--- config.mk ---
export PLATFORM = sky130hd
export DESIGN_NAME = ifdef_nest_ctrl
export DESIGN_NICKNAME = d
export VERILOG_FILES = /design/src/rtl/ifdef_nest_ctrl.sv
export SDC_FILE = /design/constraint.sdc
export NUM_CORES = 1
export LEC_CHECK = 0
export ABC_AREA = 1
export BUFFER_PORTS_ARGS = -buffer_cell sky130_fd_sc_hd__buf_2
export CORE_ASPECT_RATIO = 1.25
export CORE_MARGIN = 8
export CORE_UTILIZATION = 46
export CTS_BUF_LIST = sky130_fd_sc_hd__clkbuf_8
export DETAILED_ROUTE_END_ITERATION = 8
export GPL_TIMING_DRIVEN = 0
export HOLD_SLACK_MARGIN = 0.12
export PLACE_DENSITY = 0.66
export REMOVE_ABC_BUFFERS = 1
export SLEW_MARGIN = 25
export SYNTH_ARGS = -nofsm -noshare
export SYNTH_HDL_FRONTEND = slang
export SYNTH_SLANG_ARGS = --single-unit
--- constraint.sdc ---
create_clock -name clk -period 2.3 [get_ports clk]
set_input_delay 0.115 -clock clk [delete_from_list [all_inputs] [get_ports clk]]
set_output_delay 0.115 -clock clk [all_outputs]
set_load 0.02 [all_outputs]
--- src/rtl/ifdef_nest_ctrl.sv ---
// ifdef_nest_ctrl: conditional-compilation controller.
// Consumes classified directive tokens and tracks `ifdef nesting on a small stack.
// Drives emit_en to gate downstream text emission.
// Structural errors are latched and the block halts until err_clr.
module ifdef_nest_ctrl #(
  parameter int MAX_DEPTH = 8,
  localparam int DW = $clog2(MAX_DEPTH + 1)
) (
  input  logic          clk,
  input  logic          rst,
  input  logic          tok_valid,
  output logic          tok_ready,
  input  logic [2:0]    tok_op,
  input  logic          tok_defined,
  input  logic          err_clr,
  output logic          emit_en,
  output logic [DW-1:0] depth,
  output logic [2:0]    err_code,
  output logic          done,
  output logic [15:0]   skip_cnt
);

  // Stack index width; the stack is rounded up to a power of two so any index is legal
  localparam int AW = (MAX_DEPTH > 1) ? $clog2(MAX_DEPTH) : 1;
  localparam int SD = 1 << AW;
  localparam logic [DW-1:0] DEPTH_MAX  = DW'(MAX_DEPTH);
  localparam logic [DW-1:0] DEPTH_ZERO = '0;

  localparam logic [2:0] ERR_NONE      = 3'd0;
  localparam logic [2:0] ERR_OVERFLOW  = 3'd1;
  localparam logic [2:0] ERR_UNDERFLOW = 3'd2;
  localparam logic [2:0] ERR_ORDER     = 3'd3;
  localparam logic [2:0] ERR_UNCLOSED  = 3'd4;

  typedef enum logic {
    ST_RUN,
    ST_HALT
  } state_e;

  typedef enum logic [2:0] {
    OP_TEXT   = 3'd0,
    OP_IFDEF  = 3'd1,
    OP_IFNDEF = 3'd2,
    OP_ELSIF  = 3'd3,
    OP_ELSE   = 3'd4,
    OP_ENDIF  = 3'd5,
    OP_EOF    = 3'd6,
    OP_RSVD   = 3'd7
  } op_e;

  state_e        state_q, state_d;
  logic          active_q, active_d;
  logic [DW-1:0] depth_q, depth_d;
  logic [2:0]    err_q, err_d;
  logic          done_q, done_d;
  logic [15:0]   skip_q;

  logic          accept;
  op_e           op;
  logic          cond;
  logic [2:0]    err_det;
  logic          skip_inc;
  logic          push_en;
  logic          top_wr;
  logic          top_taken_d;
  logic          top_in_else_d;

  logic          stk_parent  [SD];
  logic          stk_taken   [SD];
  logic          stk_in_else [SD];

  logic [AW-1:0] top_idx;
  logic [AW-1:0] push_idx;
  logic          top_parent;
  logic          top_taken;
  logic          top_in_else;

  assign op          = op_e'(tok_op);
  assign tok_ready   = (state_q == ST_RUN);
  assign accept      = tok_valid & tok_ready;
  assign top_idx     = AW'(depth_q - 1'b1);
  assign push_idx    = AW'(depth_q);
  assign top_parent  = stk_parent[top_idx];
  assign top_taken   = stk_taken[top_idx];
  assign top_in_else = stk_in_else[top_idx];

  assign emit_en  = active_q;
  assign depth    = depth_q;
  assign err_code = err_q;
  assign done     = done_q;
  assign skip_cnt = skip_q;

  // Next-state logic: decode the accepted token, detect errors, and plan stack updates
  always_comb begin
    state_d       = state_q;
    active_d      = active_q;
    depth_d       = depth_q;
    err_d         = err_q;
    done_d        = 1'b0;
    skip_inc      = 1'b0;
    push_en       = 1'b0;
    top_wr        = 1'b0;
    top_taken_d   = top_taken;
    top_in_else_d = top_in_else;
    err_det       = ERR_NONE;
    cond          = tok_defined ^ (op == OP_IFNDEF);

    case (state_q)
      ST_RUN: begin
        if (accept) begin
          case (op)
            OP_IFDEF, OP_IFNDEF: begin
              if (depth_q == DEPTH_MAX) begin
                err_det = ERR_OVERFLOW;
              end else begin
                push_en  = 1'b1;
                active_d = active_q & cond;
                depth_d  = depth_q + 1'b1;
              end
            end
            OP_ELSIF: begin
              if (depth_q == DEPTH_ZERO) begin
                err_det = ERR_UNDERFLOW;
              end else if (top_in_else) begin
                err_det = ERR_ORDER;
              end else if (top_taken) begin
                active_d = 1'b0;
              end else begin
                active_d    = top_parent & tok_defined;
                top_wr      = 1'b1;
                top_taken_d = tok_defined;
              end
            end
            OP_ELSE: begin
              if (depth_q == DEPTH_ZERO) begin
                err_det = ERR_UNDERFLOW;
              end else if (top_in_else) begin
                err_det = ERR_ORDER;
              end else begin
                active_d      = top_parent & ~top_taken;
                top_wr        = 1'b1;
                top_taken_d   = 1'b1;
                top_in_else_d = 1'b1;
              end
            end
            OP_ENDIF: begin
              if (depth_q == DEPTH_ZERO) begin
                err_det = ERR_UNDERFLOW;
              end else begin
                active_d = top_parent;
                depth_d  = depth_q - 1'b1;
              end
            end
            OP_EOF: begin
              if (depth_q != DEPTH_ZERO) begin
                err_det = ERR_UNCLOSED;
              end else begin
                done_d = 1'b1;
              end
            end
            default: begin
              skip_inc = ~active_q;
            end
          endcase

          if (err_det != ERR_NONE) begin
            state_d  = ST_HALT;
            err_d    = err_det;
            active_d = 1'b0;
          end
        end
      end

      ST_HALT: begin
        if (err_clr) begin
          state_d  = ST_RUN;
          depth_d  = DEPTH_ZERO;
          active_d = 1'b1;
          err_d    = ERR_NONE;
        end
      end

      default: begin
        state_d = ST_RUN;
      end
    endcase
  end

  // FSM state register
  always_ff @(posedge clk or posedge rst) begin
    if (rst) begin
      state_q <= ST_RUN;
    end else begin
      state_q <= state_d;
    end
  end

  // Region, depth, error and status registers; skip counter saturates rather than wrapping
  always_ff @(posedge clk or posedge rst) begin
    if (rst) begin
      active_q <= 1'b1;
      depth_q  <= DEPTH_ZERO;
      err_q    <= ERR_NONE;
      done_q   <= 1'b0;
      skip_q   <= 16'h0000;
    end else begin
      active_q <= active_d;
      depth_q  <= depth_d;
      err_q    <= err_d;
      done_q   <= done_d;
      if (skip_inc && (skip_q != 16'hFFFF)) begin
        skip_q <= skip_q + 16'h0001;
      end
    end
  end

  // Nesting stack storage; entries above depth are never read, so no reset is needed
  always_ff @(posedge clk) begin
    if (push_en) begin
      stk_parent[push_idx]  <= active_q;
      stk_taken[push_idx]   <= cond;
      stk_in_else[push_idx] <= 1'b0;
    end
    if (top_wr) begin
      stk_taken[top_idx]   <= top_taken_d;
      stk_in_else[top_idx] <= top_in_else_d;
    end
  end

endmodule

* Word level (Yosys, flattened, before mapping) *
Memories as Yosys holds them, arrays and structs flattened.
Cells that the tools add are included.

operators by class
  add/sub/neg operators = 3
  eq/ne operators = 21
  multiplexer cells = 75
  bitwise gates (word level) = 8
  reduce and logical (&&, ||, !) cells = 12

operators with widths
  kind                     number
  $mux W1                  51
  $mux W3                  9
  $ne A4 B4 Y1 const B     6
  $add A16 B1 Y16 const B  1
  $mux W4                  4
  $ne A16 B16 Y1 const B   1
  $pmux W4 S2              2
  $pmux W3 S4              1
  $eq A3 B3 Y1 const B     3
  $reduce_and A9 Y1        1
  $pmux W1 S2              4
  $eq A3 B2 Y1 const B     2
  $ne A3 B3 Y1 const B     2
  $ne A6 B1 Y1 const B     1
  $pmux W3 S2              1
  $reduce_or A6 Y1         1
  $reduce_and A5 Y1        1
  $add A4 B1 Y4 const B    1
  $and A1 B1 Y1            4
  $eq A4 B4 Y1 const B     1
  $logic_not A4 Y1         1
  $mux W2                  2
  $ne A2 B1 Y1 const B     2
  $pmux W1 S4              1
  other kinds (12)         16

storage, ports and cells
  register bits after elaboration = 26
  bits in writable memories = 24
  bits of input ports = 8
  output and inout bits = 26
  word-level logic and storage cells = 128
  memories = 3

memories
  name         words  width  rd ports  clocked after memory_dff  wr ports  line  text
  stk_in_else  8      1      1         0                         1         70    logic stk_in_else [SD];
  stk_parent   8      1      1         0                         1         68    logic stk_parent [SD];
  stk_taken    8      1      1         0                         1         69    logic stk_taken [SD];

* Longest topological paths before layout *
Gate-level depths: netlist (run 1).
An unclocked memory read counts as a cell.

  depth in word-level cells = 12
  gate-level depth with buffers = 17

* Least setup slack after synthesis (run 1) *
No wires, ideal clock.

  path type = register to register
  from = reg depth_q[0] (netlist: depth[0])
  to = mem stk_taken[0] (data pin)
  setup time = 0.271 ns
  arrival = 2.303 ns
  required time = 2.029 ns
  slack = -0.274 ns
  cell stages (with the launch flop) = 14
  buffers on the path = 3
  period minus slack after synthesis = 2.574 ns
  path through = dfrtp_1 buf_4 inv_4 buf_6 ha_1 buf_2 inv_1 nand3_1 nand2_1 nand2_1 nand3_2 nor2_4 nand2_4 a21boi_0

on the way
  longest elaborated chain between the ends = 12
  elaborated cells between the ends (all ways) = 24

ends and longest elaborated chain
  item                           line  text
  start: declaration             53    logic [DW-1:0] depth_q, depth_d;
  start signal: assignment       208   depth_q <= depth_d;
  $sub A4 B1 Y4                  n/a
  $mem_v2 Z8 W1                  n/a
  $mux W1                        126   end else if (top_taken) begin
  $mux W1                        124   end else if (top_in_else) begin
  $mux W1                        122   if (depth_q == DEPTH_ZERO) begin
  $pmux W1 S2                    111   case (op)
  $mux W1                        110   if (accept) begin
  $mux W1                        108   case (state_q)
  $mux W1                        224   if (top_wr) begin
  $mux W1 (implied by the code)  225   stk_taken[top_idx] <= top_taken_d;
  $reduce_or A1 Y1 (no line)     n/a
  $mux W1 (no line) (*)          n/a
  end: declaration               69

Every way passes the cells marked *; elsewhere a longest branch is shown, timed or not.

* Final worst setup path (run 1) *
  from = reg depth_q[0] (netlist: depth[0])
  to = mem stk_taken[0] (enable)

on the way
  longest elaborated chain between the ends = 12
  elaborated cells between the ends (all ways) = 24

ends and longest elaborated chain
  item                                                 line
  $sub A4 B1 Y4                                        n/a
  $mem_v2 Z8 W1                                        n/a
  $mux W1                                              126
  $mux W1                                              124
  $mux W1                                              122
  $pmux W1 S2                                          111
  $mux W1                                              110
  $mux W1                                              108
  $mux W1                                              224
  $mux W1 (implied by the code)                        225
  $reduce_or A1 Y1 (no line)                           n/a
  $mux W3 (no line) / $mux W1 (equally long branches)  n/a

Parallel ways exist; a longest one is shown, timed or not.

==> flow_summary.yaml, run 1 <==
cells_and_area:
  layout.area.seq_um2: 1380
  layout.core_utilization: 0.577
  filler_cell_count: 569
  multi_input_area_um2: 1490
  antenna_cells_inserted: 0
  finish.net_count: 399
  synth_to_final_area_change_pct: 22.6
  share_of_post_route_cells_with_drive_strength_above_1: 0.294
global_routing:
  grt_first_pass_wirelength_mm: 11.3
  grt_usage: 0.155
  antenna_found_initial: 0
  first_global_vias: 2463
  grt-ovfl-total: 0
  grt_start_max_net_pins: 27
yosys:
  synth_top_area_share: 0.250
  yosysMostFrequentCell: "nand2_1"
  synth_area_per_cell_um2: 8.55
  synth_area_leaders: "edfxtp_1 25%, dfrtp_1 22%, nand2_1 9.6%"
  synth_cell_type_count: 35
  netlist_instances: 337
  synth-seq-cells: 50
  number_of_enable_type_register_cells_in_the_synthesized_netlist: 24
  synth_async_sr_flop_share: 0.520
  synth-warning-count: 0
  synthTopCellsByCount: "74 x nand2_1, 46 x inv_1, 40 x nor2_1, 25 x dfrtp_1"
  ys.flop_type: "dfrtp_1"
  yosysTopAreaCell: "edfxtp_1"
  synth_sequential_area_ratio: 0.476
  post_synth_instance_area_um2: 2880
power:
  total_leakage_power_nw: 1.66
  power_density_nw_per_um2: 1200
  worst_case_vdd_ir_drop_uv: 622
  share_seq_of_total_power: 0.307
  switching_share: 0.471
  switching_power_w: 0.00199
  p_int_w: 0.00224
  power.clock.fraction: 0.113
  power_frac_comb: 0.580
floorplan:
  die_x_um: 86.8
  die_area_um2: 9070
  boundaryPins: 34
  core_area_um2: 6130
  die_height_um: 105
  num_rows: 32
  initial_core_util: 0.471
timing:
  slew-limit-headroom: 0.622
  setup-violations-final: 16
  report.final.slew_viol_count: 0
  max_slew.worst_pin.slew_ns: 0.566
  worst_hold_slack_ns: 0.180
  fin_crit_ns: 2.38
  fmaxAchievable_mhz: 421
  clock_skew_ns: 0.00965
  worst_slack_ns: -0.0758
  post-route-period-util: 1.03
  rsz0062_at_grt: "true"
  final_hold_viol_count: 0
critical_path:
  cp_data_required_time_ns: 2.32
  crit_top_cell: "nand2_2"
  criticalPathCategory: "flip-flop to flip-flop"
  worst_path_largest_cell_delay_ns: 0.47
  critical_path.max_fanout: 5
  reg2reg_slack_ns: -0.08
  setup.worst_path.end_class: "flip-flop"
  worst-endpoint-arrival_ns: 2.40
  cpMaxStageDelayCell: "dfrtp_4"
  crit_chain: "inv_8, ha_4, clkinvlp_4, nand3_2, nand2_2, nand2_2, nand3_4, nor2_4, nand2_2, o21ai_4, nand2_2, nor2_4"
  worst_setup_path_start_kind: "flip-flop"
place:
  place.gp.congestion: 0.933
  count_of_port_buffers_added_during_placement: 33
  hpwlAfterDp_mm: 4.74
  preCtsSetupSlack_ns: -1.34
cts:
  worst_skew_pair_latency_ns: 0.30
  htree_num_levels: 2
  cts-buffers-inserted: 5
  cts_root_buffer: "clkbuf_8"
  clockBufferDepth: 2
  clkSinkCount: 50
  tritoncts: "yes"
  cts.clk_slew.worst_paths_ns: 0.09
min_path:
  min-delay-path-class: "primary input to flip-flop"
detailed_routing:
  wl_per_cell_um: 14.2
  detailroute.via_count: 2386
  routed_via_density: 5.04
  antenna_violating_nets_post_route: 0
  drt_pass1_iterations: 4
  drt_iter0_markers: 104
  drc: 0
  totalWireLength_mm: 6.72
run_status:
  violations: "negative setup slack"
  run_status: "finished with violations"
flow_run:
  max-cap-violations: 0
[layer usage]
metal,routed length (um),GRT usage,up-vias
met1,2880,0.181,1134
li1,-,-,1182
met4,156,0.0580,0
met2,3430,0.268,57
met5,0,0,-
met3,243,0.0356,13
[registers in the layout, indices dropped and copies added, names as in the netlist]
name         count
depth            4
done             1
stk_parent       8
stk_taken        8
emit_en          1
skip_cnt        16
state_q          1
err_code         3
stk_in_else      8
[power groups by stage]
| stage | logic [W] | clock network, W | registers [W] |
|---|---|---|---|
| global route | 0.00270 | 0.000522 | 0.00132 |
| floorplan | 0.00114 | 0 | 0.00141 |
| detailed placement | 0.00171 | 0 | 0.00134 |
| CTS | 0.00221 | 0.000496 | 0.00129 |
| global placement | 0.00169 | 0 | 0.00133 |
| finish | 0.00245 | 0.000479 | 0.00130 |
[area by class of cell]
class                           instances  share of cell area
Multi-Input combinational cell        232               0.421
Sequential cell                        50               0.390
Timing Repair Buffer                   47              0.0779
Inverter                               51              0.0581
Tap cell                               85              0.0301
Clock buffer                            5              0.0195
Clock inverter                          3             0.00319
[cell usage in the layout, fill, tap and decap left out, types with 4 or more instances in the layout]
master	instances
o21ai_0	14
buf_2	33
nor2_1	32
dfrtp_1	22
nand3_1	22
inv_1	46
nor3_1	11
nor2_4	12
edfxtp_1	24
xnor2_1	5
xor2_1	13
buf_4	12
a21oi_1	5
nand3_2	4
clkbuf_8	5
nand2_1	64
nand4_1	7
nand2_2	11
nand2_4	9
inv_2	5
[cell families (layout without fill, tap and decap cells)]
kind of cell             count (synthesis)  in the layout  share of synthesized area
AO/OA/AOI/OAI                           29             29                     0.0569
XOR/XNOR                                20             20                     0.0699
adder cells (fa/ha/maj)                  4              4                     0.0174
buffers and inverters                   56            106                     0.0820
flip-flops                              50             50                      0.476
multiplexers                             1              1                    0.00391
AND/OR/NAND/NOR                        177            178                      0.294
[metrics by stage]
step	std cells	TNS [ns]	cell area (um2)	power, W
after floorplan	332	-9.92	2840	0.00255
final	473	-0.975	3530	0.00423
after global placement	450	-34.09	3110	0.00303
after CTS	469	-0.845	3450	0.00400
after detailed placement	450	-36.58	3110	0.00305
after global routing	473	-3.21	3530	0.00454
[what timing repair did]
action	in CTS	in global routing
pin swaps	10	9
setup buffers	8	4
endpoints found under the setup margin	49	35
hold endpoints to repair	26	0
hold buffers	2	0
gates cloned	1	0
gates resized for setup	46	11
[critical path, delay by kind of cell, from the launching register on]
family / cells / cell delay, ns
adder cells (fa/ha/maj): 1 / 0.30
AO/OA/AOI/OAI: 1 / 0.20
AND/OR/NAND/NOR: 8 / 0.92
flip-flops: 1 / 0.47
buffers and inverters: 2 / 0.20
[final timing paths]
path                                    from           end  depth (start not counted)
worst max-delay path                depth[0]  stk_taken[0]                         12
worst min-delay path               tok_op[0]          done                          4
worst max register to register      depth[0]  stk_taken[0]                         12
worst min register to register  skip_cnt[15]  skip_cnt[15]                          1
max in group asynchronous                rst      depth[0]                          3
min in group asynchronous                rst      depth[1]                          3
Power figures use the tool's default switching activity.
==> run 2: changes to the inputs <==
--- a/config.mk
+++ b/config.mk
@@ -14,7 +14,7 @@
 export DETAILED_ROUTE_END_ITERATION = 8
 export GPL_TIMING_DRIVEN = 0
 export HOLD_SLACK_MARGIN = 0.12
-export PLACE_DENSITY = 0.66
+export PLACE_DENSITY = 0.63
 export REMOVE_ABC_BUFFERS = 1
 export SLEW_MARGIN = 25
 export SYNTH_ARGS = -nofsm -noshare
==> constraint.sdc (replaced) <==
create_clock -name clk -period 2.2 [get_ports clk]
set_input_delay 0.11 -clock clk [delete_from_list [all_inputs] [get_ports clk]]
set_output_delay 0.11 -clock clk [all_outputs]
set_load 0.02 [all_outputs]
==> flow_summary.yaml, run 2 (synthesis gave the netlist of run 1 again) <==
cts:
  tritoncts: "yes"
  worst_skew_pair_latency_ns: 0.30
  cts_root_buffer: "clkbuf_8"
  clockBufferDepth: 2
  cts.clk_slew.worst_paths_ns: 0.09
  htree_num_levels: 2
  cts-buffers-inserted: 5
  clkSinkCount: 50
power:
  power.clock.fraction: 0.112
  switching_power_w: 0.00214
  share_seq_of_total_power: 0.297
  worst_case_vdd_ir_drop_uv: 679
  p_int_w: 0.00246
  power_frac_comb: 0.590
  switching_share: 0.466
  design_power_total_w: 0.00460
  total_leakage_power_nw: 1.71
  power_density_nw_per_um2: 1260
cells_and_area:
  synth_to_final_area_change_pct: 26.6
  post-route-cell-area_um2: 3650
  layout.cells.most_common: "nand2_1"
  finish.net_count: 409
  commonest_cells_after_routing_fill_and_taps_aside: "63 x nand2_1, 41 x inv_1, 33 x buf_2"
  antenna_cells_inserted: 0
  largest_register_ff_count: 16
  share_of_post_route_cells_with_drive_strength_above_1: 0.337
run_status:
  run_status: "finished with violations"
  violations: "negative setup slack"
timing:
  fin_setup_tns_ns: -4.32
  report.final.slew_viol_count: 0
  worst_slack_ns: -0.230
  post-route-period-util: 1.10
  fmaxAchievable_mhz: 411
  setup-violations-final: 32
  fin_crit_ns: 2.43
  slew-limit-headroom: 0.628
  max_slew.worst_pin.slew_ns: 0.557
  worst_hold_slack_ns: 0.179
  final_hold_viol_count: 0
  rsz0062_at_grt: "true"
  clock_skew_ns: 0.00844
critical_path:
  criticalPathCategory: "flip-flop to flip-flop"
  crit_chain: "clkinvlp_4, ha_4, clkinvlp_4, nand3_2, nand2_2, nand2_2, nand3_4, nor2_4, nand2_4, inv_4, nand2_4, nand2_4, nand2_4, nor2_2"
  worst-endpoint-arrival_ns: 2.44
  critical_path.max_fanout: 5
  worst_path_largest_cell_delay_ns: 0.40
  worst_setup_path_start_kind: "flip-flop"
  cp_data_required_time_ns: 2.21
  crit_top_cell: "nand2_4"
  cpMaxStageDelayCell: "dfrtp_2"
  setup.worst_path.end_class: "flip-flop"
flow_run:
  max-cap-violations: 0
place:
  preCtsSetupSlack_ns: -1.42
  placed_area_um2: 3110
  place.gp.congestion: 0.872
  count_of_port_buffers_added_during_placement: 33
  hpwlAfterDp_mm: 4.66
global_routing:
  grt_usage: 0.150
  grt_first_pass_wirelength_mm: 11.0
  first_global_vias: 2440
  grt_start_max_net_pins: 27
  antenna_found_initial: 0
  grt-ovfl-total: 0
floorplan:
  die_height_um: 105
  boundaryPins: 34
  die_area_um2: 9070
  die_x_um: 86.8
  initial_core_util: 0.471
  core_area_um2: 6130
  num_rows: 32
min_path:
  min-delay-path-class: "primary input to flip-flop"
detailed_routing:
  drt_pass1_iterations: 4
  drc: 0
  detailroute.via_count: 2394
  wl_per_cell_um: 13.9
  antenna_violating_nets_post_route: 0
  totalWireLength_mm: 6.74
  routed_via_density: 4.96
  drt_iter0_markers: 83
==> run 2: cell count changes in the layout (fill, tap and decap cells not counted), moves of 4 or more <==
cell	previous run	this run
nor2_2	2	6
inv_1	46	41
buf_4	12	21
nand3_1	22	18
nor2_4	12	8
==> run 2: path summary, 6_finish.rpt <==
kind                                   start  slack [ns]      endpoint  depth (start not counted)
worst max-delay path                depth[1]       -0.23  stk_taken[7]                         14
worst min-delay path               tok_op[0]        0.18          done                          4
worst max register to register      depth[1]       -0.23  stk_taken[7]                         14
worst min register to register  skip_cnt[15]        0.50  skip_cnt[15]                          1
max in group asynchronous                rst        1.37      depth[0]                          3
min in group asynchronous                rst        0.41  skip_cnt[13]                          3
==> run 2: layer usage <==
metal	vias to the layer above	GRT usage	wire length, um	part of all wire
met5	-	0	0	0
met4	0	0.0617	177	0.026
met3	16	0.0300	262	0.039
met2	49	0.262	3420	0.51
met1	1130	0.172	2880	0.43
li1	1199	-	-	-
==> run 2: critical path: cells and delay by family, from the launching register on <==
kind	cells	cell delay (ns)
fa+ha+maj	1	0.34
buf+inv	3	0.40
flops	1	0.40
simple gates	10	0.98
==> run 2: what timing repair did <==
action | 4_1_cts | 5_1_grt
cloned | 1 | 0
resized for setup | 33 | 33
pin swaps | 3 | 6
hold endpoints to repair | 26 | 0
setup buffers | 9 | 13
hold buffers | 2 | 0
endpoints found under the setup margin | 49 | 45
==> run 2: power groups by stage <==
stage                     Sequential [W]  Clock [W]  Combinational [W]
after floorplan                  0.00147          0            0.00120
after global placement           0.00139          0            0.00179
after detailed placement         0.00140          0            0.00180
after CTS                        0.00135   0.000538            0.00223
after global routing             0.00139   0.000565            0.00297
final                            0.00137   0.000518            0.00272
==> run 2: metrics by stage <==
stage / instances / utilization
6_report: 483 / 0.596
5_1_grt: 483 / 0.596
4_1_cts: 470 / 0.556
3_5_place_dp: 450 / 0.508
3_3_place_gp: 450 / 0.508
2_1_floorplan: 332 / -
==> run 2: cell type report <==
cell class	instances	area [um2]
clock buffers	5	68.8
clock inverters	3	16.3
fillers	533	2480
inverters	51	214
multi-input cells	232	1500
flip-flops and latches	50	1380
well taps	85	106
repair buffers	57	363
